$ cat src/rtl/fetch_pc_ctrl.sv
// fetch_pc_ctrl: program counter owner and IF/ID holding register.
// Drives the fetcher address and hands captured words to decode.
package defs;
  localparam int MEM_SIZE = 256;
endpackage

module fetch_pc_ctrl #(
  parameter logic [31:0] RESET_PC = 32'h0000_0000,
  parameter int          MEM_SIZE = defs::MEM_SIZE,
  parameter logic [31:0] PC_STEP  = 32'd4
) (
  input  logic        clk,
  input  logic        rst,
  output logic [31:0] fetch_addr,
  input  logic [31:0] fetch_inst,
  input  logic        redirect_valid,
  input  logic [31:0] redirect_pc,
  output logic        out_valid,
  input  logic        out_ready,
  output logic [31:0] out_inst,
  output logic [31:0] out_pc,
  output logic        fault,
  output logic [31:0] fetch_count
);

  typedef enum logic [1:0] {
    IDLE,
    RUN,
    HALT
  } state_t;

  state_t      state;
  state_t      state_nx;
  logic [31:0] pc;
  logic [31:0] pc_nx;
  logic        vld_nx;
  logic        pc_ok;
  logic        consume;
  logic        fire;
  logic        fault_set;

  assign fetch_addr = pc;
  assign pc_ok = (pc < 32'(MEM_SIZE))
               && (pc[1:0] == 2'b00);
  assign consume = out_valid && out_ready;
  assign fire = (state == RUN)
              && !redirect_valid
              && pc_ok
              && (!out_valid || out_ready);
  assign fault_set = (state == RUN)
                   && !redirect_valid
                   && !pc_ok;

  always_ff @(posedge clk) begin
    if (rst) state <= IDLE;
    else     state <= state_nx;
  end

  always_comb begin
    state_nx = state;
    unique case (1'b1)
      (state == IDLE) || redirect_valid:
        state_nx = RUN;
      fault_set:
        state_nx = HALT;
      default:
        state_nx = state;
    endcase
  end

  // Redirect drops the held word even if decode is ready this cycle.
  always_comb begin
    pc_nx  = pc;
    vld_nx = out_valid;
    if (redirect_valid) begin
      pc_nx  = redirect_pc;
      vld_nx = 1'b0;
    end else if (fire) begin
      pc_nx  = pc + PC_STEP;
      vld_nx = 1'b1;
    end else if (consume) begin
      vld_nx = 1'b0;
    end
  end

  always_ff @(posedge clk) begin
    if (rst) begin
      pc          <= RESET_PC;
      out_valid   <= 1'b0;
      out_inst    <= 32'd0;
      out_pc      <= 32'd0;
      fault       <= 1'b0;
      fetch_count <= 32'd0;
    end else begin
      pc        <= pc_nx;
      out_valid <= vld_nx;
      if (fire) begin
        out_inst    <= fetch_inst;
        out_pc      <= pc;
        fetch_count <= fetch_count + 32'd1;
      end
      if (fault_set) fault <= 1'b1;
    end
  end

endmodule
$ cat config.mk
export PLATFORM = sky130hd
export DESIGN_NAME = fetch_pc_ctrl
export DESIGN_NICKNAME = d
export VERILOG_FILES = /design/src/rtl/fetch_pc_ctrl.sv
export SDC_FILE = /design/constraint.sdc
export NUM_CORES = 1
export LEC_CHECK = 0
export CAP_MARGIN = 40
export CELL_PAD_IN_SITES_DETAIL_PLACEMENT = 0
export CELL_PAD_IN_SITES_GLOBAL_PLACEMENT = 1
export CORE_MARGIN = 2
export CORE_UTILIZATION = 30
export CTS_BUF_LIST = sky130_fd_sc_hd__clkbuf_4 sky130_fd_sc_hd__clkbuf_8
export CTS_CLUSTER_SIZE = 12
export DETAILED_ROUTE_END_ITERATION = 8
export HOLD_SLACK_MARGIN = 0.12
export PLACE_DENSITY_LB_ADDON = 0.1
export SYNTH_ARGS = -nofsm -noshare
export SYNTH_HDL_FRONTEND = slang
export SYNTH_SLANG_ARGS = --single-unit
$ cat constraint.sdc
create_clock -name clk -period 2.1 [get_ports clk]
set_input_delay 0.315 -clock clk [delete_from_list [all_inputs] [get_ports clk]]
set_output_delay 0.315 -clock clk [all_outputs]
set_load 0.05 [all_outputs]
==> run summary, run 1 <==
In the finished design, the share of the clock period the worst path needs comes to 104%. The number of top-level pins is 198. The total of endpoints with negative setup slack in the final report came out at 15.

For this run, the leading register cell type out of synthesis is dfxtp_1. The reported leakage power is 3.31 nW. The layout net count came out at 873. The clock input transition at the sequential cells of the worst setup and hold paths is 90 ps. On the final layout, the worst clock skew is 13.7 ps. The final max-slew violation count came out at 0. The critical path goes through nor4_4 > nand3_2 > or4_4 > or4_4 > a21oi_2. The area taken by flip-flops and latches is 2690 sq um.

The total overflow left after global routing is 0. Counting buffers and inverters, the worst setup path is 5 cells deep. The largest vdd supply drop is 0.547 mV. Counting flops with an async set or reset pin after synthesis yields a share of 0%. Summing over every cut layer, the via total after detailed routing is 5057. The power density of the placed cells is between 600 and 700 nW/um^2. The number of antenna violations at the first check in global routing is 0.

The cell depth of the worst min-delay path is 2. The estimated wirelength of the detail-placed design came out at roughly 11000 um. The final reports fail on setup timing. The violation count after the first detailed-route iteration came out at 201. Summed over all instances, the cell type with the most area after synthesis is dfxtp_1. In this run the remaining antenna-violating nets after routing total 0. The routed via count divided by cell count came out at around 4.9. The cell area that synthesis handed to floorplanning was 5130 sq um. The placed cell area is between 7000 and 8000 sq um. Grouping stages by cell kind, the critical path spends the most delay in simple AND/OR/NAND/NOR gates. The worst setup path is of the reg -> reg kind. The clock latency of the later-clocked register in the worst-skew pair is 450 ps. Setup repair after global routing could not meet its margin everywhere. The number of buffers on the longest clock path is 2. The first-pass GRT wire length came out at 26700 um.

The worst reg2reg path startpoint is fetch_addr[10]$_SDFFE_PP0P_. The clock sink count came out at 132. The initial core utilization is 30.8%. The DRC violations left came out at 0. Routability-driven placement finished with a final weighted congestion of between 0.7 and 0.8. The post-route cell area is about 8300 sq um. The core area is between 15000 and 20000 sq um.

The worst-case register-to-register setup slack came out at -90 ps. The count of max-cap constraint violations is 0. The post-detailed-route wirelength per cell came out at 16.5 um. The most numerous cell type found on the critical path is or4_4. The number of cells on the worst reg-to-reg path came out at 5. The most common cell after layout, fill and taps aside is clkdlybuf4s50_1.

The die is roughly 130 um wide. The pin slew with the least headroom to its limit is 631 ps. The CTS H-tree depth is 4.

The height of the die came out at 135 um. The delay of the slowest cell on the worst path is 600 ps. The initialized floorplan defines 47 standard-cell rows. The synthesized net count came out at 647.

The floorplan die area is between 15000 and 20000 sq um. The min-delay analysis places its worst path in the category in -> reg. TritonCTS built the clock tree. The top cell type's share of synthesized area is 51.5%. The total number of yosys warnings is 0.

Tracing the worst setup path back leads to its startpoint at fetch_addr[10]$_SDFFE_PP0P_. The relative max-transition margin is 57.9%. Leaving out fill and tap cells, the most frequent cells in the layout are clkdlybuf4s50_1, dfxtp_1, nand2_1. Leaving out filler cells and counting taps, the final layout contains between 1000 and 1500. The area growth from synthesis to layout is 62.8%. The antenna diode count came out at 0. The total wire length is 17100 um. The count of input and output buffers is 197. The worst path setup slack after routing is -86.1 ps.

Along the worst path, the maximum fanout reaches 6. Counting every instance in the synthesized netlist gives 577. The total of flip-flops plus latches after synthesis came out at approximately 130.

The number of clock buffers added by TritonCTS is 17. The count of placed standard cells including taps is between 900 and 1000. The sum of buffers and inverters on the critical path is 0. The flow ran to the end, but the final reports show violations. STA classifies the critical path startpoint as a flop. Fill cells in the final layout number roughly 1600. In this run the mean area of a mapped cell was 8.89 sq um.

The maximum operating frequency came out at 457 MHz. Entering global routing, the biggest net connects 57 pins. The number of flops mapped to enable cells by yosys is 0. The arrival time at the worst endpoint came out at around 2600 ps.

For the finished layout, the period the worst path requires is 2190 ps. STA classifies the critical path endpoint as a flop. The worst hold path begins at rst. The root buffer cell chosen for the clock tree is clkbuf_8.

The standard cell with the maximum stage delay on the critical path is or4_4. Summing internal, switching and leakage power gives 5.23 mW. After synthesis, flip-flops and latches occupy 51.5% of the total area. The layout cell share with drive strength beyond 1 is 17.8%. The total routing resource utilization after global routing is 18.6%. The number of library cell types mapped by synthesis came out at 35. The via count of the first global-routing pass is 5020. The count of final hold-check violations came out at 0. In the post-synthesis netlist, the biggest area contributors are dfxtp_1, nand2_1, a21oi_1, mux2i_1, or4_1.

STA puts the critical path data required time at 2490 ps. The count of TritonRoute iterations in the first routing pass came out at 4. In the final layout, the multi-input gates occupy 2520 sq um.
==> power by group <==
| part | internal (mW) | total, mW | switching (mW) |
|---|---|---|---|
| clock network | 0.870 | 2.05 | 1.18 |
| registers | 2.54 | 2.59 | 0.0490 |
| logic | 0.270 | 0.586 | 0.316 |
| total | 3.68 | 5.23 | 1.55 |
==> timing repair <==
item	in CTS	in global routing
gates cloned	2	3
gates resized for setup	15	51
hold buffers	0	0
setup endpoints to repair	24	44
setup buffers	3	5
pin swaps	6	14
==> path summary, 6_finish.rpt <==
path	end
max	fetch_count[25]$_SDFFE_PP0P_
min	fetch_count[21]$_SDFFE_PP0P_
max reg2reg	fetch_count[25]$_SDFFE_PP0P_
min reg2reg	out_inst[7]$_SDFFE_PP0P_
==> worst reg2reg max path, stage by stage (launching register included) <==
cell     delay, ps
dfxtp_2        340
nor4_4         360
nand3_2        190
or4_4          600
or4_4          520
a21oi_2        120
==> through the flow <==
step	TNS, ps	utilization [%]	hold slack, ps	setup slack [ps]
4_1_cts	-386	48.3	231	-54.7
3_3_place_gp	-1600	45.6	437	-139
5_1_grt	-2720	50.2	262	-166
2_1_floorplan	-1830	-	455	-169
6_report	-748	50.2	270	-86.1
3_5_place_dp	-2340	45.6	442	-163
==> layer usage <==
| layer | wire [um] | track usage [%] |
|---|---|---|
| met5 | 0 | 0 |
| met4 | 205 | 6.37 |
| met3 | 1280 | 6.61 |
| met2 | 8150 | 30.2 |
| met1 | 7470 | 23.1 |
==> cell type report <==
cell class              instances  share of cell area, %
flip-flops and latches        132                   32.2
multi-input cells             399                   30.2
repair buffers                245                   29.5
well taps                     220                   3.30
clock buffers                  17                   2.80
clock inverters                15                   1.63
inverters                       8                  0.360
==> kinds of logic after synthesis <==
| family | after synthesis | synth area share (%) |
|---|---|---|
| buf+inv | 48 | 3.95 |
| xor+xnor | 3 | 0.512 |
| flops | 132 | 51.5 |
| mux | 26 | 5.07 |
| simple gates | 252 | 25.8 |
| compound gates | 114 | 12.6 |
| fa+ha+maj | 2 | 0.488 |
==> registers in the layout, summed over array words and instances, names as in the netlist <==
signal and count:
out_valid 1, fault 1, fetch_addr 32, fetch_count 32, out_inst 32, out_pc 32, state 2
==> synth_stat cells (2+ instances only) <==
cell type / n
and2_1: 3
buf_6: 3
and3_1: 29
nand3_1: 17
a311oi_1: 2
xnor2_1: 3
a21o_1: 2
o31ai_1: 20
ha_1: 2
nor2_1: 35
buf_1: 4
a211oi_1: 2
o21ai_0: 12
a21oi_1: 72
nand4_1: 12
or3_1: 5
nor3_1: 3
nor4_4: 3
nor4_1: 5
or4_1: 26
nor2b_1: 3
dfxtp_1: 132
nand2_1: 99
clkbuf_1: 33
nand2b_1: 2
inv_1: 8
mux2i_1: 26
and4_1: 7
Power figures use the tool's default switching activity.
==> inputs of run 2 (changes only) <==
--- a/config.mk
+++ b/config.mk
@@ -11,6 +11,7 @@
 export CORE_MARGIN = 2
 export CORE_UTILIZATION = 30
 export CTS_BUF_LIST = sky130_fd_sc_hd__clkbuf_4 sky130_fd_sc_hd__clkbuf_8
+export CTS_CLUSTER_DIAMETER = 80
 export CTS_CLUSTER_SIZE = 12
 export DETAILED_ROUTE_END_ITERATION = 8
 export HOLD_SLACK_MARGIN = 0.12
==> results of run 2 <==
Final layout, timing and power as in run 1 (identical DEF).
==> inputs of run 3 (changes only) <==
--- a/config.mk
+++ b/config.mk
@@ -9,7 +9,7 @@
 export CELL_PAD_IN_SITES_DETAIL_PLACEMENT = 0
 export CELL_PAD_IN_SITES_GLOBAL_PLACEMENT = 1
 export CORE_MARGIN = 2
-export CORE_UTILIZATION = 30
+export CORE_UTILIZATION = 33
 export CTS_BUF_LIST = sky130_fd_sc_hd__clkbuf_4 sky130_fd_sc_hd__clkbuf_8
 export CTS_CLUSTER_DIAMETER = 80
 export CTS_CLUSTER_SIZE = 12
==> constraint.sdc (replaced) <==
create_clock -name clk -period 2.22 [get_ports clk]
set_input_delay 0.333 -clock clk [delete_from_list [all_inputs] [get_ports clk]]
set_output_delay 0.333 -clock clk [all_outputs]
set_load 0.05 [all_outputs]
==> run summary, run 3 (same netlist as run 1, synthesis figures left out) <==
The via count of the first global-routing pass is 4964 (-1.1%). The maximum operating frequency came out at 447 MHz (-2.2%). The switching fraction of total power came out at 25.0% (-4.5 points).

The CTS H-tree depth came out at 4 (unchanged). Setup repair after global routing could not meet its margin everywhere. Walking the worst path, the cells encountered are nor4_4 > nand3_2 > or4_4 > or4_1 > a21oi_1. The final worst-path cycle share is 101% (-3.4 points). The via count came out at 5032 (-0.49%).

The number of antenna violations at the first check in global routing is 1 (+1). The min-delay analysis places its worst path in the category in -> reg. The fraction of power consumed by sequential logic came out at 47.8% (-1.8 points). The arrival time at the worst endpoint was 2610 ps (+40 ps). The layout net count is 856 (-1.9%). The global-route met3 utilization was 6.99% (+0.38 points). The worst-case register-to-register setup slack was -20 ps (+70 ps). The total routing resource utilization after global routing is 19.2% (+0.55 points). The required time reported for the critical path endpoint is 2590 ps (+100 ps). The final max-slew violation count is 0 (unchanged).

The total of endpoints with negative setup slack in the final report was 1 (-14). The final core utilization is 53.1% (+2.9 points). The CTS buffer count was 17 (unchanged). The count of input and output buffers is 197 (unchanged). The height of the die came to 129 um (-4.5%). The count of final hold-check violations came out at 0 (unchanged). The count of max-cap constraint violations is 0 (unchanged).

The routed via count divided by cell count came out at 5.09 (+4.3%). The reported leakage power was 2.88 nW (-13%). From synthesis to final layout, the design area changed by 57.3%.

The final reports fail on setup timing. The floorplan die area was 16600 sq um (-8.8%). The power density of the placed cells came out at 638 nW/um^2 (+1.8%). The combinational cell fraction of total power came out at 10.4% (-0.8 points). The maximum number of pins on one net before global-route repair is 61 (+7.0%). The total negative slack came out at -16.3 ps (+732 ps).

The area of combinational cells with multiple inputs came out at 2410 sq um (-4.4%). The post-route cell area came out at 8070 sq um (-3.4%). The number of buffers on the longest clock path is 2 (unchanged). The first-pass GRT wire length is 25300 um (-5.1%). The worst setup path is launched from a flop. The flow ran to the end, but the final reports show violations. The die width was 129 um (-4.5%).

The internal power consumption came to 3.86 mW (+4.7%). The largest fanout on the critical path came out at 6 (unchanged). The critical path is of the reg -> reg type. The worst setup skew after layout came out at 9.45 ps (-4.24 ps).

The clock latency of the later-clocked register in the worst-skew pair was 430 ps (-20 ps). The remaining antenna violation count was 0 (unchanged). The relative max-transition margin is 48.1% (-9.8 points). The layout cell share with drive strength beyond 1 is 13.1% (-4.6 points). The worst setup path is captured at a flop. The worst hold slack after final layout is 280 ps (+9.26 ps). The post-detailed-route wirelength per cell was 16.4 um (-0.77%). In the layout the commonest cells are clkdlybuf4s50_1, dfxtp_1, nand2_1. The largest vdd supply drop is 0.452 mV (-17%). The total wire length is 16200 um (-5.4%). The met2 track demand over resource in global routing is 31.1% (+0.95 points). The time the worst path needs with I/O delays and setup is 2240 ps (+50.2 ps). The standard-cell row count is 45 (-4.3%). The worst path setup slack after routing is -16.3 ps (+69.8 ps).

The clock share of power is 41.8% (+2.6 points). The global routing's busiest layer is met2. The net switching power came out at 1.29 mW (-17%). The filler cell count in the final layout was 1377 (-12%).

The core area came out at 15200 sq um (-8.7%). The initial core utilization came out at 33.7% (+2.9 points). The DRC violations left came out at 0 (unchanged). The total power of the final layout is 5.15 mW (-1.6%).

The library cell used most frequently in the layout, excluding fill and tap cells, is clkdlybuf4s50_1. TritonCTS built the clock tree. The area taken by flip-flops and latches is 2680 sq um (-0.33%).

The clock input transition at the sequential cells of the worst setup and hold paths came out at 80 ps (about the same). The final weighted congestion of routability-driven global placement came out at 0.803 (+5.9%). The count of TritonRoute iterations in the first routing pass is 4 (unchanged). The violation count after the first detailed-route iteration came to 266 (+32%). The estimated wirelength of the detail-placed design came out at 10800 um (-5.0%). The slowest stage of the critical path belongs to the cell or4_4. The tree is rooted in a clkbuf_8.

The placed cell area is 7440 sq um (-1.9%). The number of top-level pins is 198 (unchanged). The delay of the slowest cell on the worst path came out at 620 ps (+20 ps). The pin slew with the least headroom to its limit is 777 ps (+146 ps). The global-route congestion overflow total came out at 0 (unchanged). The global routing met1 resource utilization came out at 23.8% (+0.69 points). The clock sink count is 132 (unchanged).
## run 3: cell count changes in the layout (fill, tap and decap cells not counted), sizes merged
cell / before / now
buf: 47 / 31
bufinv: 0 / 3
clkbuf: 20 / 23
clkdlybuf4s50: 172 / 195
clkinvlp: 2 / 4
diode: 0 / 1
dlygate4sd2: 6 / 0
dlymetal6s2s: 17 / 0
inv: 18 / 9
## run 3: power groups by stage
stage | Sequential, mW | Combinational (mW) | Clock (mW)
after floorplan | 2.63 | 0.142 | 0
after global routing | 2.46 | 0.570 | 2.33
after detailed placement | 2.51 | 0.519 | 0
final | 2.46 | 0.538 | 2.15
after CTS | 2.46 | 0.537 | 2.23
after global placement | 2.50 | 0.515 | 0
## run 3: metrics by stage
stage                     worst slack [ps]  std cells
after floorplan                      -51.4        577
after CTS                            -53.8        981
final                                -16.3        988
after detailed placement             -89.8        945
after global placement               -70.1        945
after global routing                 -94.1        988
## run 3: path summary, 6_finish.rpt
| kind | depth (start not counted) | endpoint | from |
|---|---|---|---|
| setup reg to reg | 5 | fetch_count[10]$_SDFFE_PP0P_ | fetch_addr[11]$_SDFFE_PP0P_ |
| hold reg to reg | 2 | out_inst[24]$_SDFFE_PP0P_ | out_inst[24]$_SDFFE_PP0P_ |
| hold / removal | 2 | fetch_count[0]$_SDFFE_PP0P_ | rst |
| setup / recovery | 5 | fetch_count[10]$_SDFFE_PP0P_ | fetch_addr[11]$_SDFFE_PP0P_ |
## run 3: final cells by class
| class | count | area share (%) |
|---|---|---|
| sequential | 132 | 33.3 |
| multi-input combinational | 399 | 29.9 |
| tap | 188 | 2.92 |
| antenna | 1 | 0.0310 |
| inverter | 8 | 0.372 |
| clock buffer | 21 | 3.43 |
| clock inverter | 11 | 1.88 |
| timing repair buffer | 228 | 28.2 |
## run 3: repair_timing
item                                    4_1_cts  5_1_grt
gates resized for setup                       7        9
hold buffers                                  0        0
pin swaps                                    15        8
setup buffers                                 2        4
cloned                                        2        2
endpoints found under the setup margin       13       27
## run 3: worst max-delay path, delay by kind of cell (launching register included)
kind               cells  cell delay (ps)
AOI/OAI and AO/OA      1              130
and+or+nand+nor        4             1700
DFF                    1              350
## run 3: metal layers
metal | share of wire (%) | up-vias
li1 | - | 2491
met1 | 44 | 2378
met2 | 48 | 148
met3 | 7.0 | 15
met4 | 1.7 | 0
met5 | 0 | -
